<file path="src/rtl/pipelined_adds_result_fifo.sv">
// Result FIFO behind pipelined_adds: buffers result words for a valid/ready consumer and flags drops.
// Optional drop counter output is enabled by defining PIPELINED_ADDS_RESULT_FIFO_STATS_EN.
module pipelined_adds_result_fifo #(
  parameter int WIDTH = 16,
  parameter int DEPTH = 4,
  parameter int CNT_W = 3
) (
  input  logic             clk,
  input  logic             rst,
  input  logic             in_valid,
  input  logic [WIDTH-1:0] in_data,
  output logic             in_ready,
  output logic             out_valid,
  output logic [WIDTH-1:0] out_data,
  input  logic             out_ready,
  output logic [CNT_W-1:0] count,
  output logic             full,
  output logic             empty,
  output logic             overflow
`ifdef PIPELINED_ADDS_RESULT_FIFO_STATS_EN
  ,
  output logic [15:0]      drop_count
`endif
);

  localparam int PTR_W = $clog2(DEPTH);

  logic [WIDTH-1:0] mem_q [DEPTH];
  logic [WIDTH-1:0] mem_d [DEPTH];
  logic [PTR_W-1:0] wr_ptr_q, wr_ptr_d;
  logic [PTR_W-1:0] rd_ptr_q, rd_ptr_d;
  logic [CNT_W-1:0] count_q, count_d;
  logic             overflow_q, overflow_d;
  logic             push, pop, drop;

  assign full      = (count_q == CNT_W'(DEPTH));
  assign empty     = (count_q == '0);
  assign in_ready  = !full;
  assign count     = count_q;
  assign overflow  = overflow_q;
  // Outputs come only from registered state; a pushed word shows up one edge later.
  assign out_valid = !empty;
  assign out_data  = empty ? '0 : mem_q[rd_ptr_q];

  always_comb begin
    pop  = out_valid & out_ready;
    push = in_valid & (!full | pop);
    drop = in_valid & full & !pop;

    mem_d      = mem_q;
    wr_ptr_d   = wr_ptr_q;
    rd_ptr_d   = rd_ptr_q;
    count_d    = count_q;
    overflow_d = overflow_q | drop;

    if (push) begin
      mem_d[wr_ptr_q] = in_data;
      wr_ptr_d        = wr_ptr_q + PTR_W'(1);
    end
    if (pop) begin
      rd_ptr_d = rd_ptr_q + PTR_W'(1);
    end
    if (push && !pop) begin
      count_d = count_q + CNT_W'(1);
    end else if (pop && !push) begin
      count_d = count_q - CNT_W'(1);
    end
  end

  always_ff @(posedge clk) begin
    if (rst) begin
      wr_ptr_q   <= '0;
      rd_ptr_q   <= '0;
      count_q    <= '0;
      overflow_q <= 1'b0;
    end else begin
      wr_ptr_q   <= wr_ptr_d;
      rd_ptr_q   <= rd_ptr_d;
      count_q    <= count_d;
      overflow_q <= overflow_d;
    end
  end

  // Storage needs no reset: it is only observed through rd_ptr while count is nonzero.
  always_ff @(posedge clk) begin
    mem_q <= mem_d;
  end

`ifdef PIPELINED_ADDS_RESULT_FIFO_STATS_EN
  logic [15:0] drop_count_q, drop_count_d;

  always_comb begin
    drop_count_d = drop_count_q;
    if (drop && (drop_count_q != 16'hFFFF)) begin
      drop_count_d = drop_count_q + 16'd1;
    end
  end

  always_ff @(posedge clk) begin
    if (rst) begin
      drop_count_q <= '0;
    end else begin
      drop_count_q <= drop_count_d;
    end
  end

  assign drop_count = drop_count_q;
`endif

endmodule
</file>
<file path="config.mk">
export PLATFORM = sky130hd
export DESIGN_NAME = pipelined_adds_result_fifo
export DESIGN_NICKNAME = d
export VERILOG_FILES = /design/src/rtl/pipelined_adds_result_fifo.sv
export SDC_FILE = /design/constraint.sdc
export NUM_CORES = 1
export LEC_CHECK = 0
export CAP_MARGIN = 15
export CORE_UTILIZATION = 55
export DETAILED_ROUTE_END_ITERATION = 6
export GPL_TIMING_DRIVEN = 0
export PLACE_DENSITY = 0.81
export SYNTH_ARGS = -nofsm -noshare
export SYNTH_HDL_FRONTEND = slang
export SYNTH_SLANG_ARGS = --single-unit
export TNS_END_PERCENT = 100
</file>
<file path="constraint.sdc">
create_clock -name clk -period 6.5 [get_ports clk]
set_input_delay 1.95 -clock clk [delete_from_list [all_inputs] [get_ports clk]]
set_output_delay 1.95 -clock clk [all_outputs]
set_load 0.02 [all_outputs]
</file>
==> results of run 1 <==
[power breakdown]
group          internal (mW)  switching [mW]  total [mW]  leakage, nW
Sequential             0.553          0.0251       0.578        0.653
Combinational          0.297           0.301       0.598        0.490
Clock                  0.208           0.154       0.362        0.109
Total                   1.06           0.481        1.54         1.25
[tightest hold or removal path: cells and delay by family, from the launching register on]
kind / cells / cell delay [ps]
compound gates: 1 / 50
flops: 1 / 340
simple gates: 1 / 70
[cell usage in the layout (no fill, tap or decap)]
master	instances
edfxtp_1	64
clkdlybuf4s50_1	42
nor2b_1	15
clkbuf_8	12
mux4_2	8
mux4_1	8
dfxtp_1	8
nor2_1	7
inv_1	5
ha_1	5
and2_1	4
clkbuf_1	3
buf_2	3
xor2_1	3
nand2_1	2
mux2i_1	2
nand2b_1	2
o21ai_0	2
or3_1	2
a21oi_1	2
clkinv_2	2
inv_2	1
a21boi_2	1
nor3_1	1
buf_6	1
buf_12	1
nor2b_4	1
o31ai_1	1
mux2_1	1
a31oi_1	1
fa_1	1
bufinv_16	1
[final timing paths]
check        slack, ps        to  startpoint  depth (start not counted)
max               2080     empty    count[0]                          4
min                480  overflow    overflow                          2
max reg2reg       4090  count[2]    count[0]                         10
min reg2reg        480  overflow    overflow                          2
[kinds of logic (layout without fill, tap and decap cells)]
kind of cell | count (synthesis) | in the layout
flip-flops | 72 | 72
XOR/XNOR | 3 | 3
multiplexers | 19 | 19
AO/OA/AOI/OAI | 7 | 7
buffers and inverters | 13 | 71
AND/OR/NAND/NOR | 34 | 34
adder cells (fa/ha/maj) | 6 | 6
[state kept, by name, summed over array words and instances (netlist names)]
register	flops
wr_ptr_q	2
count	3
mem_q	64
overflow	1
rd_ptr_q	2
[cell type report]
| type | count | area share (%) |
|---|---|---|
| buffer | 7 | 1.475 |
| clock buffer | 13 | 4.631 |
| clock inverter | 3 | 1.098 |
| inverter | 6 | 0.6175 |
| multi-input combinational | 69 | 21.17 |
| sequential | 72 | 57.08 |
| tap | 70 | 2.401 |
| timing repair buffer | 42 | 11.53 |
[per-layer routing]
| layer | vias to the layer above | track usage, % | wire length, um |
|---|---|---|---|
| li1 | 702 | - | - |
| met1 | 748 | 23.50 | 2095 |
| met2 | 53 | 33.03 | 2513 |
| met3 | 11 | 7.095 | 261 |
| met4 | 0 | 9.434 | 92 |
| met5 | - | 0 | 0 |
[through the flow]
| step | worst slack [ps] | util (%) | power, mW | cells |
|---|---|---|---|---|
| 4_1_cts | 2018 | 71.41 | 1.553 | 282 |
| 3_3_place_gp | 2382 | 67.32 | 1.173 | 266 |
| 3_5_place_dp | 2246 | 67.32 | 1.192 | 266 |
| 5_1_grt | 1894 | 71.41 | 1.613 | 282 |
| 2_1_floorplan | 3021 | - | 0.9477 | 154 |
| 6_report | 2082 | 71.41 | 1.539 | 282 |
==> impl_metrics.toml, run 1 <==
[clocking]
cts_sinks = 72
clk_latency_ps = 330
hold_buffers = 0
htreeDepth = 3
cts-buffers-inserted = 9
cts_buffer_depth = 2
cts_root_buf = "clkbuf_8"
cts_setup_buffers = 0
clk_pin_slew_ps = 70
cts_tree = "done"
cts_resized = 0

[route]
routed_wl_mm = 4.962
vias = 1514
via_per_inst = 5.369
dr.pass1.iters = 4
drtAntennaViolNets = 0
drtIter0Drc = 126
drc = 0
routedWlPerCell_um = 17.60

[timing]
finalHoldViolCount = 0
finClkSkew_ps = 6.002
period_share_pct = 67.96
drv_slew = 0
setup_violations = 0
fmax_ghz = 0.2264
slew_headroom_pct = 44.03
worstMarginPinSlew_ps = 839.6
fin_tns_setup_ps = 0
hold_ws_ps = 483.5
period_needed_ps = 4418
rsz0062_at_grt = "no"

[yosys]
synth_largest_area_cell = "edfxtp_1"
synth-simple-area-share_pct = 6.704
netlist_area_sq_um = 2930
synthAdderAreaFrac_pct = 2.818
synth_warnings = 0
synth_edf_count = 64
async_flop_share_pct = 0
synth_top_area_share_pct = 65.58
synth_top_family_by_area = "multiplexers"
syn_inst = 154
synth-seq-area-share_pct = 71.05
synth_compound_gate_area_share_pct = 1.537
yosysMostFrequentCell = "edfxtp_1"
synth_seq_cells = 72
avgSynthCellArea_sq_um = 19.03
synth_flop_cell = "edfxtp_1"
syn_nets = 180
synth_area_leaders = "edfxtp_1 66%, mux4_1 7.2%, mux4_2 6.1%"
synth_mux_area_share_pct = 14.39
yosys.cell_types.count = 28
yosys-top-cells-count = "64 x edfxtp_1, 15 x nor2b_1, 8 x dfxtp_1, 8 x mux4_1, 8 x mux4_2"
synth_xor_area_share_pct = 0.8967

[place]
port-buffer-count = 42
dp_hpwl_mm = 3.225
dpl-instance-area_sq_um = 3438
place.gp.congestion = 0.6765

[cells_and_area]
design_area_sq_um = 3647
areaGrowthSynthToFinish_pct = 24.47
antenna_cells = 0
fin_nets = 233
drive_gt1_share_pct = 14.62
multi_input_area_sq_um = 772.0
regArea_sq_um = 2082
fillers = 335

[floorplanning]
die_h_um = 74.99
dieArea_sq_um = 5624
io_pins = 44
core-area_sq_um = 5107
rows = 26
die_w_um = 74.99
start_util_pct = 57.37

[global_routing]
grt_pass1_wl_mm = 7.562
antenna_found_initial = 0
overflow = 0
grt_pass1_vias = 1575
grtUsageTotal_pct = 19.98
grt_max_degree = 17

[setup_path]
cp_slowest_cell = "clkdlybuf4s50_1"
critPathBufInv = 3
cp-start-kind = "register"
cp_top_family = "buffers and inverters"
cp.arrival_ps = 2470
critPathKind = "reg2out"
cp-end-kind = "output pin"
crit_fanout = 10
max_stage_delay_ps = 650
path_cells = "nor3_1, clkbuf_1, buf_2, clkdlybuf4s50_1"
cp.required_ps = 4550

[pwr]
total_leakage_power_nw = 1.253
peakVddDrop_v = 0.0002133
powerDensity_nw_per_um2 = 421.9

[flow_run]
drv_cap = 0

[min_path]
hold_path_class = "reg2reg"

[outcome]
outcome = "complete, no violations"
Power figures use the tool's default switching activity.
==> run 2: changes to the inputs <==
- CORE_UTILIZATION: 55 -> 48
- PLACE_DENSITY: 0.81 -> 0.75
- clock period: 6.5 -> 4 ns (I/O delays scaled with it)
==> impl_metrics.toml, run 2 (synthesis gave the netlist of run 1 again) <==
[timing]
slew_headroom_pct = 42.08
rsz0062_at_grt = "no"
fin_tns_setup_ps = 0
finalHoldViolCount = 0
period_share_pct = 88.70
finClkSkew_ps = 8.754
setup_violations = 0
fmax_ghz = 0.2818
worstMarginPinSlew_ps = 868.8
period_needed_ps = 3548
drv_slew = 0

[setup_path]
cp.arrival_ps = 2350
rr_worst_depth = 10
critPathKind = "reg2out"
cp-start-kind = "register"
cp-end-kind = "output pin"
rr_endpoint = "count[2]"
rrSetupSlack_ps = 1620
reg2reg_from = "count[0]"
cp.required_ps = 2800
crit_fanout = 10

[clocking]
htreeDepth = 3
cts-buffers-inserted = 9
cts_root_buf = "clkbuf_8"
cts_sinks = 72
cts_resized = 0
hold_buffers = 0
cts_tree = "done"
clk_latency_ps = 320
cts_buffer_depth = 2
cts_setup_buffers = 0
clk_pin_slew_ps = 60

[min_path]
hold_path_class = "reg2reg"
hold_path_depth = 2
hold_path.startpoint = "overflow"
min_to = "overflow"

[cells_and_area]
design_area_sq_um = 3605
regMostFlops = "mem_q"
drive_gt1_share_pct = 12.26
fillers = 433
fin_nets = 233
antenna_cells = 0
largest_reg_flops = 64
final_cell_mix = "64 x edfxtp_1, 42 x clkdlybuf4s50_1, 15 x nor2b_1"
final_common_cell = "edfxtp_1"
fin_util_pct = 60.88
areaGrowthSynthToFinish_pct = 23.01

[pwr]
pwr-share-clk_pct = 19.6
switching_power_mw = 0.7558
internal-power_mw = 1.621
seq_power_share_pct = 39.6
netSwitchingFraction_pct = 31.80
powerDensity_nw_per_um2 = 659.4
total_leakage_power_nw = 1.223
peakVddDrop_v = 0.0003171
p_comb_share_pct = 40.9
power.total_mw = 2.377

[route]
vias = 1479
via_per_inst = 5.153
drtAntennaViolNets = 0
dr.pass1.iters = 4
routedWlPerCell_um = 17.61
routed_wl_mm = 5.054
drtIter0Drc = 67
drc = 0

[global_routing]
grtUsageTotal_pct = 17.77
overflow = 0
grt_max_degree = 17
grt_pass1_wl_mm = 7.997
antenna_found_initial = 0
grt_pass1_vias = 1563

[outcome]
outcome = "complete, no violations"

[place]
dp_hpwl_mm = 3.324
place.gp.congestion = 0.6721
port-buffer-count = 42
dpl-instance-area_sq_um = 3445

[floorplanning]
dieArea_sq_um = 6422
rows = 28
io_pins = 44
start_util_pct = 49.49
die_h_um = 80.14
core-area_sq_um = 5921
die_w_um = 80.14

[flow_run]
drv_cap = 0
run 2: power groups by stage:
stage	Sequential [mW]	Combinational, mW	Clock [mW]
detailed placement	0.958	0.979	0
finish	0.941	0.971	0.465
floorplan	0.962	0.578	0
global route	0.950	1.04	0.504
global placement	0.948	0.954	0
CTS	0.943	0.982	0.476
run 2: cell type report:
class	instances	area (sq um)	share of cell area, %
Buffer	7	53.80	1.493
Clock buffer	14	152.6	4.235
Clock inverter	2	7.507	0.2083
Inverter	6	22.52	0.6248
Multi-Input combinational cell	69	772.0	21.42
Sequential cell	72	2082	57.76
Tap cell	75	93.84	2.603
Timing Repair Buffer	42	420.4	11.66
run 2: metrics by stage:
step                      hold WS [ps]  std cells  setup slack [ps]
final                            498.7        287             451.9
after global routing             555.4        287             326.3
after CTS                        498.9        287             411.0
after detailed placement         480.2        271             476.2
after global placement           452.8        271             626.3
after floorplan                  482.0        154              1271
run 2: layer usage:
metal	vias to the layer above	part of all wire [%]	GRT usage, %	wire (um)
met1	732	40	20.53	2007
li1	702	-	-	-
met3	7	2.7	3.409	137
met5	-	0	0	0
met4	0	2.4	11.07	121
met2	38	55	30.43	2787
run 2: worst max-delay path, cell delays in order (launching register included):
cell and delay [ps]:
dfxtp_1 380, nor3_1 240, clkbuf_1 410, buf_2 350
clkdlybuf4s50_1 650
run 2: worst max-delay path by stage:
stage | startpoint | to | slack, ps | cells past startpoint
2_1_floorplan | out_ready | count[2] | 1270 | 8
3_3_place_gp | out_ready | count[2] | 630 | 9
3_5_place_dp | out_ready | count[2] | 480 | 9
4_1_cts | count[0] | empty | 410 | 4
5_1_grt | count[0] | empty | 330 | 4
6_report | count[0] | empty | 450 | 4
